<file path="src/rtl/perf_counter_mmio.sv">
// perf_counter_mmio: MMIO bridge between the CPU data port and the performance counter file.
// Each load/store inside the BASE window becomes one counter-file access cycle, followed
// by a registered one-cycle mem_resp (fixed 2-cycle latency, one access per 3 cycles).
// Optional feature macro: PERF_MMIO_WIDE_EN (64-bit counters exposed as word pairs with a
// high-word read shadow).
module perf_counter_mmio #(
    parameter logic [31:0] BASE    = 32'hFFFF_FF00,
    parameter int unsigned NUM_CNT = 9,
    parameter int unsigned width   = 32
) (
    input  logic             clk,
    input  logic             rst_n,
    input  logic             mem_read,
    input  logic             mem_write,
    input  logic [31:0]      mem_address,
    input  logic [31:0]      mem_wdata,
    input  logic [3:0]       mem_byte_enable,
    output logic             sel,
    output logic             mem_resp,
    output logic [31:0]      mem_rdata,
    output logic             pc_write,
    output logic [31:0]      pc_address,
    output logic [width-1:0] pc_datain,
    input  logic [width-1:0] pc_dataout
);

`ifdef PERF_MMIO_WIDE_EN
    if (width != 32 && width != 64) begin : gen_width_check
        $error("perf_counter_mmio: width must be 32 or 64");
    end
`else
    if (width != 32) begin : gen_width_check
        $error("perf_counter_mmio: width must be 32 without PERF_MMIO_WIDE_EN");
    end
`endif

    typedef enum logic [1:0] {StIdle, StAccess, StResp} state_e;

    state_e      state_q, state_d;
    logic [5:0]  idx_q;
    logic        op_write_q;
    logic [31:0] wdata_q;
    logic [3:0]  be_q;
    logic [31:0] rdata_q;

    logic        req;
    logic [31:0] offset;
    logic [5:0]  idx;
    logic [31:0] cnt_num;
    logic        cnt_valid;
    logic        full_store;
    logic [31:0] rd_val;
    logic        unused_offset;

    // Window decode: an unsigned offset below 256 means the address is inside the window.
    assign req           = mem_read | mem_write;
    assign offset        = mem_address - BASE;
    assign sel           = req && (offset < 32'd256);
    assign idx           = offset[7:2];
    assign unused_offset = ^offset[1:0];
    assign full_store    = (be_q == 4'hF);

`ifdef PERF_MMIO_WIDE_EN
    logic        half_hi;
    logic [63:0] dout64;
    logic [63:0] din64;
    logic        shadow_valid_q;
    logic [4:0]  shadow_tag_q;
    logic [31:0] shadow_hi_q;
    logic        shadow_hit;

    assign half_hi    = idx_q[0];
    assign cnt_num    = {27'b0, idx_q[5:1]};
    assign dout64     = 64'(pc_dataout);
    assign shadow_hit = shadow_valid_q && (shadow_tag_q == idx_q[5:1]);
    // Half-word writes merge with the live other half of the counter.
    assign din64      = half_hi ? {wdata_q, dout64[31:0]} : {dout64[63:32], wdata_q};
`else
    assign cnt_num    = {26'b0, idx_q};
`endif

    assign cnt_valid = (cnt_num < NUM_CNT);

    // Next-state logic of the request FSM.
    always_comb begin
        state_d = state_q;
        unique case (state_q)
            StIdle:   if (sel) state_d = StAccess;
            StAccess: state_d = StResp;
            StResp:   state_d = StIdle;
            default:  state_d = StIdle;
        endcase
    end

    // Counter-file port: only driven in ACCESS; all-ones address elsewhere hits no counter.
    always_comb begin
        pc_write   = 1'b0;
        pc_address = 32'hFFFF_FFFF;
        pc_datain  = '0;
        rd_val     = 32'h0;
        if (state_q == StAccess && cnt_valid) begin
            pc_address = cnt_num;
            if (op_write_q) begin
                pc_write = full_store;
`ifdef PERF_MMIO_WIDE_EN
                pc_datain = width'(din64);
`else
                pc_datain = width'(wdata_q);
`endif
            end else begin
`ifdef PERF_MMIO_WIDE_EN
                if (half_hi) rd_val = shadow_hit ? shadow_hi_q : dout64[63:32];
                else         rd_val = dout64[31:0];
`else
                rd_val = pc_dataout[31:0];
`endif
            end
        end
    end

    // State register, request latch and registered read data.
    always_ff @(posedge clk or negedge rst_n) begin
        if (!rst_n) begin
            state_q    <= StIdle;
            idx_q      <= '0;
            op_write_q <= 1'b0;
            wdata_q    <= '0;
            be_q       <= '0;
            rdata_q    <= '0;
        end else begin
            state_q <= state_d;
            if (state_q == StIdle && sel) begin
                idx_q      <= idx;
                op_write_q <= mem_write;
                wdata_q    <= mem_wdata;
                be_q       <= mem_byte_enable;
            end
            if (state_q == StAccess) rdata_q <= rd_val;
        end
    end

`ifdef PERF_MMIO_WIDE_EN
    // High-word shadow: a low-word read snapshots the upper half for a coherent pair read.
    always_ff @(posedge clk or negedge rst_n) begin
        if (!rst_n) begin
            shadow_valid_q <= 1'b0;
            shadow_tag_q   <= '0;
            shadow_hi_q    <= '0;
        end else if (state_q == StAccess && cnt_valid) begin
            if (!op_write_q && !half_hi) begin
                shadow_valid_q <= 1'b1;
                shadow_tag_q   <= idx_q[5:1];
                shadow_hi_q    <= dout64[63:32];
            end else if (op_write_q && full_store && shadow_hit) begin
                shadow_valid_q <= 1'b0;
            end
        end
    end
`endif

    assign mem_resp  = (state_q == StResp);
    assign mem_rdata = rdata_q;

endmodule

</file>
<file path="config.mk">
export PLATFORM = sky130hd
export DESIGN_NAME = perf_counter_mmio
export DESIGN_NICKNAME = d
export VERILOG_FILES = /design/src/rtl/perf_counter_mmio.sv
export SDC_FILE = /design/constraint.sdc
export NUM_CORES = 1
export LEC_CHECK = 0
export CAP_MARGIN = 20
export CORE_UTILIZATION = 39
export DETAILED_ROUTE_END_ITERATION = 10
export GPL_ROUTABILITY_DRIVEN = 0
export PLACE_DENSITY = 0.82
export SYNTH_ARGS = -nofsm -noshare
export SYNTH_HDL_FRONTEND = slang
export SYNTH_SLANG_ARGS = --single-unit
</file>
<file path="constraint.sdc">
create_clock -name clk -period 2.9 [get_ports clk]
set_clock_uncertainty 0.05 [all_clocks]
set_input_delay 0.58 -clock clk [delete_from_list [all_inputs] [get_ports clk]]
set_output_delay 0.58 -clock clk [all_outputs]
set_load 0.01 [all_outputs]
</file>
# Word-level counts from Yosys, hierarchy flattened
# Index checks and enable logic that the tools add are counted.
[totals]
elab_cells = 27
in_bits = 104
output_inout_bits = 99
register_bits = 77
[classes]
n_addsub = 1
n_reduce_logical = 4
eq_ne = 4
mux = 9
bitwise_logic = 1
n_lt_le_gt_ge = 2
[ops]
columns = ["operator", "n"]
rows = [
  ["32-bit two-way mux", 5],
  ["32-bit by 9-bit < comparator with 1-bit output, second input constant", 1],
  ["32-bit subtractor, second input constant", 1],
  ["6-bit by 4-bit < comparator with 1-bit output, second input constant", 1],
  ["4-bit == test, second input constant", 1],
  ["2-bit case mux with 2 select lines", 1],
  ["1-bit logical AND", 3],
  ["2-bit by 1-bit == test with 1-bit output, second input constant", 1],
  ["2-bit == test, second input constant", 1],
  ["2-bit zero test", 1],
  ["1-bit two-way mux", 2],
  ["2-bit two-way mux", 1],
  ["2-bit inequality test, second input constant", 1],
  ["1-bit OR", 1],
]

# Longest topological paths before layout
# Gate-level depths: netlist (run 1).
[depth]
ltp_word = 5
depth_mapped = 7
ltp_nobuf = 5

# Worst setup path before layout (run 1)
# No wires, ideal clock.
[synth_path]
kind = "input to register"
from = "in mem_address[30]"
to = "reg be_q[3]"
cell_stages = 6
n_path_buf = 1
setup_ps = 125
slack_ps = 250
arrival_ps = 2475
required_time_ps = 2725
cell_sequence = "or4_4 nor2_2 a21bo_1 a2111oi_4 buf_6 mux2_4"
[synth_via]
elab_chain_len = 4
[synth_lines]
columns = ["item", "line", "text"]
rows = [
  ["from (decl)", "15", "input logic [31:0] mem_address,"],
  ["32-bit subtractor", "57", "assign offset = mem_address - BASE;"],
  ["32-bit by 9-bit < comparator with 1-bit output", "58", "assign sel = req && (offset < 32'd256);"],
  ["1-bit logical AND", "58", ""],
  ["1-bit logical AND", "132", "if (state_q == StIdle && sel) begin"],
  ["to (signal assigned)", "136", "be_q <= mem_byte_enable;"],
  ["to (decl)", "43", "logic [3:0] be_q;"],
]
# No other way between the ends.
# A chain may end at the register's enable or synchronous reset.

# Worst setup path after layout (run 1)
[layout_path]
from = "in mem_address[22]"
to = "reg be_q[3]"
# Same word-level chain as after synthesis.

==> impl_metrics.sql, run 1 <==
INSERT INTO impl_metrics (metric_group, metric, value, unit) VALUES
('run_status', 'run_status', 'completed', ''),
('timing', 'finalHoldViolCount', '0', ''),
('critical_path', 'r2r-start', 'state_q[0]$_DFFE_PN0P_', ''),
('synth', 'syn-cell-area', '3650', 'um^2'),
('layout', 'final-seq-area', '1927', 'um^2'),
('critical_path', 'critical_path.cell_chain', 'clkdlybuf4s50_1 -> nand4_1 -> nor4_4 -> buf_4 -> buf_6 -> nand4_1 -> a2111oi_4 -> buf_6 -> clkbuf_16 -> mux2_4', ''),
('critical_path', 'path_delay_family', 'buffers and inverters', ''),
('critical_path', 'criticalPathCategory', 'in -> reg', ''),
('grt', 'grt_pass1_vias', '2854', ''),
('layout', 'layout.cells.most_common', 'sky130_fd_sc_hd__clkdlybuf4s50_1', ''),
('timing', 'timing_max_transition_violations_final', '0', ''),
('route', 'wire_per_inst', '17.55', 'um'),
('die', 'row_count', '34', ''),
('die', 'design.die.area', '9750', 'um^2'),
('layout', 'footprint_of_the_multi_input_gates', '1490', 'um^2'),
('critical_path', 'regToRegSetupSlack', '0.86', 'ns'),
('timing', 'timing.setup.tns', '0', 'ns'),
('layout', 'most-common-layout-cells', 'sky130_fd_sc_hd__clkdlybuf4s50_1, sky130_fd_sc_hd__dfrtp_1, sky130_fd_sc_hd__dlymetal6s2s_1, sky130_fd_sc_hd__mux2_4, sky130_fd_sc_hd__and2_1', ''),
('grt', 'grt-busiest-layer', 'met2', ''),
('job', 'max_cap_viol_count', '0', ''),
('critical_path', 'worst_path_max_delay_cell', 'sky130_fd_sc_hd__a2111oi_4', ''),
('die', 'starting_density_of_the_core', '41.05', '%'),
('route', 'ant_nets', '0', ''),
('grt', 'grt_first_pass_wirelength', '14.77', 'mm'),
('clock_tree', 'ctsLongestPathBuffers', '2', ''),
('synth', 'postSynthCellCount', '272', ''),
('placement', 'detailedPlacementHpwl', '6.919', 'mm'),
('power', 'power_density', '351.9', 'nW/um^2'),
('timing', 'setup_viol', '0', ''),
('layout', 'layout_net_count', '583', ''),
('clock_tree', 'clk_pin_slew', '0.08', 'ns'),
('timing', 'max_slew.worst_pin.slew', '0.9418', 'ns'),
('synth', 'synthTopCellsByArea', 'sky130_fd_sc_hd__dfrtp_1, sky130_fd_sc_hd__mux2_4, sky130_fd_sc_hd__a22o_1', ''),
('timing', 'layout_worst_path_cycle_share', '98.86', '%'),
('route', 'totalWireLength', '10.36', 'mm'),
('clock_tree', 'cts_sinks', '77', ''),
('route', 'firstDrtPassIters', '4', ''),
('route', 'avgViaCountPerCell', '4.905', ''),
('placement', 'pre_cts_ws', '-0.3205', 'ns'),
('layout', 'post_layout_nonfiller_instances', '590', ''),
('hold_path', 'timing.hold.worst.class', 'in -> async', ''),
('critical_path', 'critical_path.max_stage_delay', '0.51', 'ns'),
('synth', 'synth-edff-count', '0', ''),
('synth', 'yosysWarnings', '0', ''),
('clock_tree', 'insertion_delay', '0.33', 'ns'),
('grt', 'grt_antenna_before_repair', '0', ''),
('power', 'power.total', '2.215', 'mW'),
('timing', 'timing.final.ws_setup', '0.03298', 'ns'),
('critical_path', 'cp_num_buf_inv', '5', ''),
('die', 'core_area', '8891', 'um^2'),
('placement', 'placedCellCount', '562', ''),
('layout', 'diodes', '0', ''),
('grt', 'grt_usage', '19.46', '%'),
('clock_tree', 'htree_num_levels', '3', ''),
('clock_tree', 'cts_tree', 'built', ''),
('synth', 'synth-async-reset-ratio', '100.0', '%'),
('synth', 'synth_top_area_share', '52.79', '%'),
('route', 'vias', '2894', ''),
('synth', 'yosysUniqueCellTypes', '35', ''),
('critical_path', 'critPathMaxFanout', '8', ''),
('route', 'detail_route.drc_violations', '0', ''),
('synth', 'synth_register_bits', '77', ''),
('timing', 'worst_slew_margin_rel', '37.21', '%'),
('critical_path', 'end_kind', 'flip-flop', ''),
('layout', 'areaGrowthSynthToFinish', '72.40', '%'),
('layout', 'drive_above_1_share', '22.61', '%'),
('grt', 'grt.met2_usage', '33.67', '%'),
('synth', 'ys.flop_type', 'sky130_fd_sc_hd__dfrtp_1', ''),
('clock_tree', 'cts_inserted_buffers', '9', ''),
('grt', 'grt_start_max_net_pins', '78', ''),
('critical_path', 'worst-r2r-cell-count', '5', '');
## sequential cells by signal, summed over array words and instances, names as in the netlist
register and flops:
idx_q 6, wdata_q 32, state_q 2, be_q 4
op_write_q 1, mem_rdata 32
## report_power, final
part | switching, mW | internal [mW]
Combinational | 0.0543 | 0.128
Sequential | 0.00000196 | 1.07
Clock | 0.373 | 0.586
Total | 0.428 | 1.79
## cell families after synthesis
kind of cell | synth area share, %
buf+inv | 7.713
flops | 52.79
xor+xnor | 0.2400
mux | 17.66
compound gates | 9.736
simple gates | 11.86
## synth_stat cells, types with 2 or more instances
cell,count
sky130_fd_sc_hd__dfrtp_1,77
sky130_fd_sc_hd__mux2_4,40
sky130_fd_sc_hd__and2_1,33
sky130_fd_sc_hd__a22o_1,32
sky130_fd_sc_hd__buf_4,25
sky130_fd_sc_hd__clkbuf_1,10
sky130_fd_sc_hd__nand4_1,7
sky130_fd_sc_hd__buf_6,4
sky130_fd_sc_hd__or2_2,4
sky130_fd_sc_hd__inv_1,3
sky130_fd_sc_hd__mux2_2,3
sky130_fd_sc_hd__nand2_1,3
sky130_fd_sc_hd__nor2_1,3
sky130_fd_sc_hd__nor3_1,3
sky130_fd_sc_hd__a21oi_1,2
sky130_fd_sc_hd__and3_2,2
sky130_fd_sc_hd__nand2b_1,2
sky130_fd_sc_hd__nand3_1,2
## stage by stage
step | util, % | hold slack [ns] | cell area, um^2
after CTS | 67.01 | 0.3865 | 5958
after global placement | 63.99 | 0.4320 | 5689
after detailed placement | 63.99 | 0.4358 | 5689
final | 70.77 | 0.3152 | 6292
after floorplan | - | 0.2344 | 3650
after global routing | 70.77 | 0.4131 | 6292
## routing by layer
| metal | up-vias | wire length [um] |
|---|---|---|
| met3 | 14 | 618 |
| met1 | 1403 | 4228 |
| met2 | 125 | 5351 |
| li1 | 1352 | - |
| met4 | 0 | 158 |
| met5 | - | 0 |
## area by class of cell
cell class,instances,area share [%]
timing repair buffer,235,39.63
sequential,77,30.62
multi-input combinational,153,23.68
clock buffer,10,2.187
tap,108,2.148
clock inverter,4,1.551
inverter,3,0.1790
## timing repair
| item | in CTS | in global routing |
|---|---|---|
| endpoints found under the setup margin | 37 | 78 |
| gates resized for setup | 5 | 66 |
| pin swaps | 4 | 4 |
| buffers inserted | 3 | 5 |
| gates cloned | 0 | 6 |
## worst max path at each step
stage                         start                   to  slack, ns  cells after the start
floorplan           mem_address[30]  be_q[3]$_DFFE_PN0P_       0.25                      6
global placement     mem_address[8]  be_q[0]$_DFFE_PN0P_      -0.28                      7
detailed placement   mem_address[8]  be_q[0]$_DFFE_PN0P_      -0.32                      7
CTS                 mem_address[10]  be_q[1]$_DFFE_PN0P_      -0.02                      9
global route        mem_address[22]  be_q[3]$_DFFE_PN0P_      -0.05                     10
finish              mem_address[22]  be_q[3]$_DFFE_PN0P_       0.03                     10
(Power assumes the default switching activity.)
==> inputs of run 2 (changes only) <==
--- a/config.mk
+++ b/config.mk
@@ -10,6 +10,7 @@
 export DETAILED_ROUTE_END_ITERATION = 10
 export GPL_ROUTABILITY_DRIVEN = 0
 export PLACE_DENSITY = 0.82
+export SLEW_MARGIN = 20
 export SYNTH_ARGS = -nofsm -noshare
 export SYNTH_HDL_FRONTEND = slang
 export SYNTH_SLANG_ARGS = --single-unit
==> results of run 2 <==
The final DEF is identical to that of run 1; final timing and power are the same.
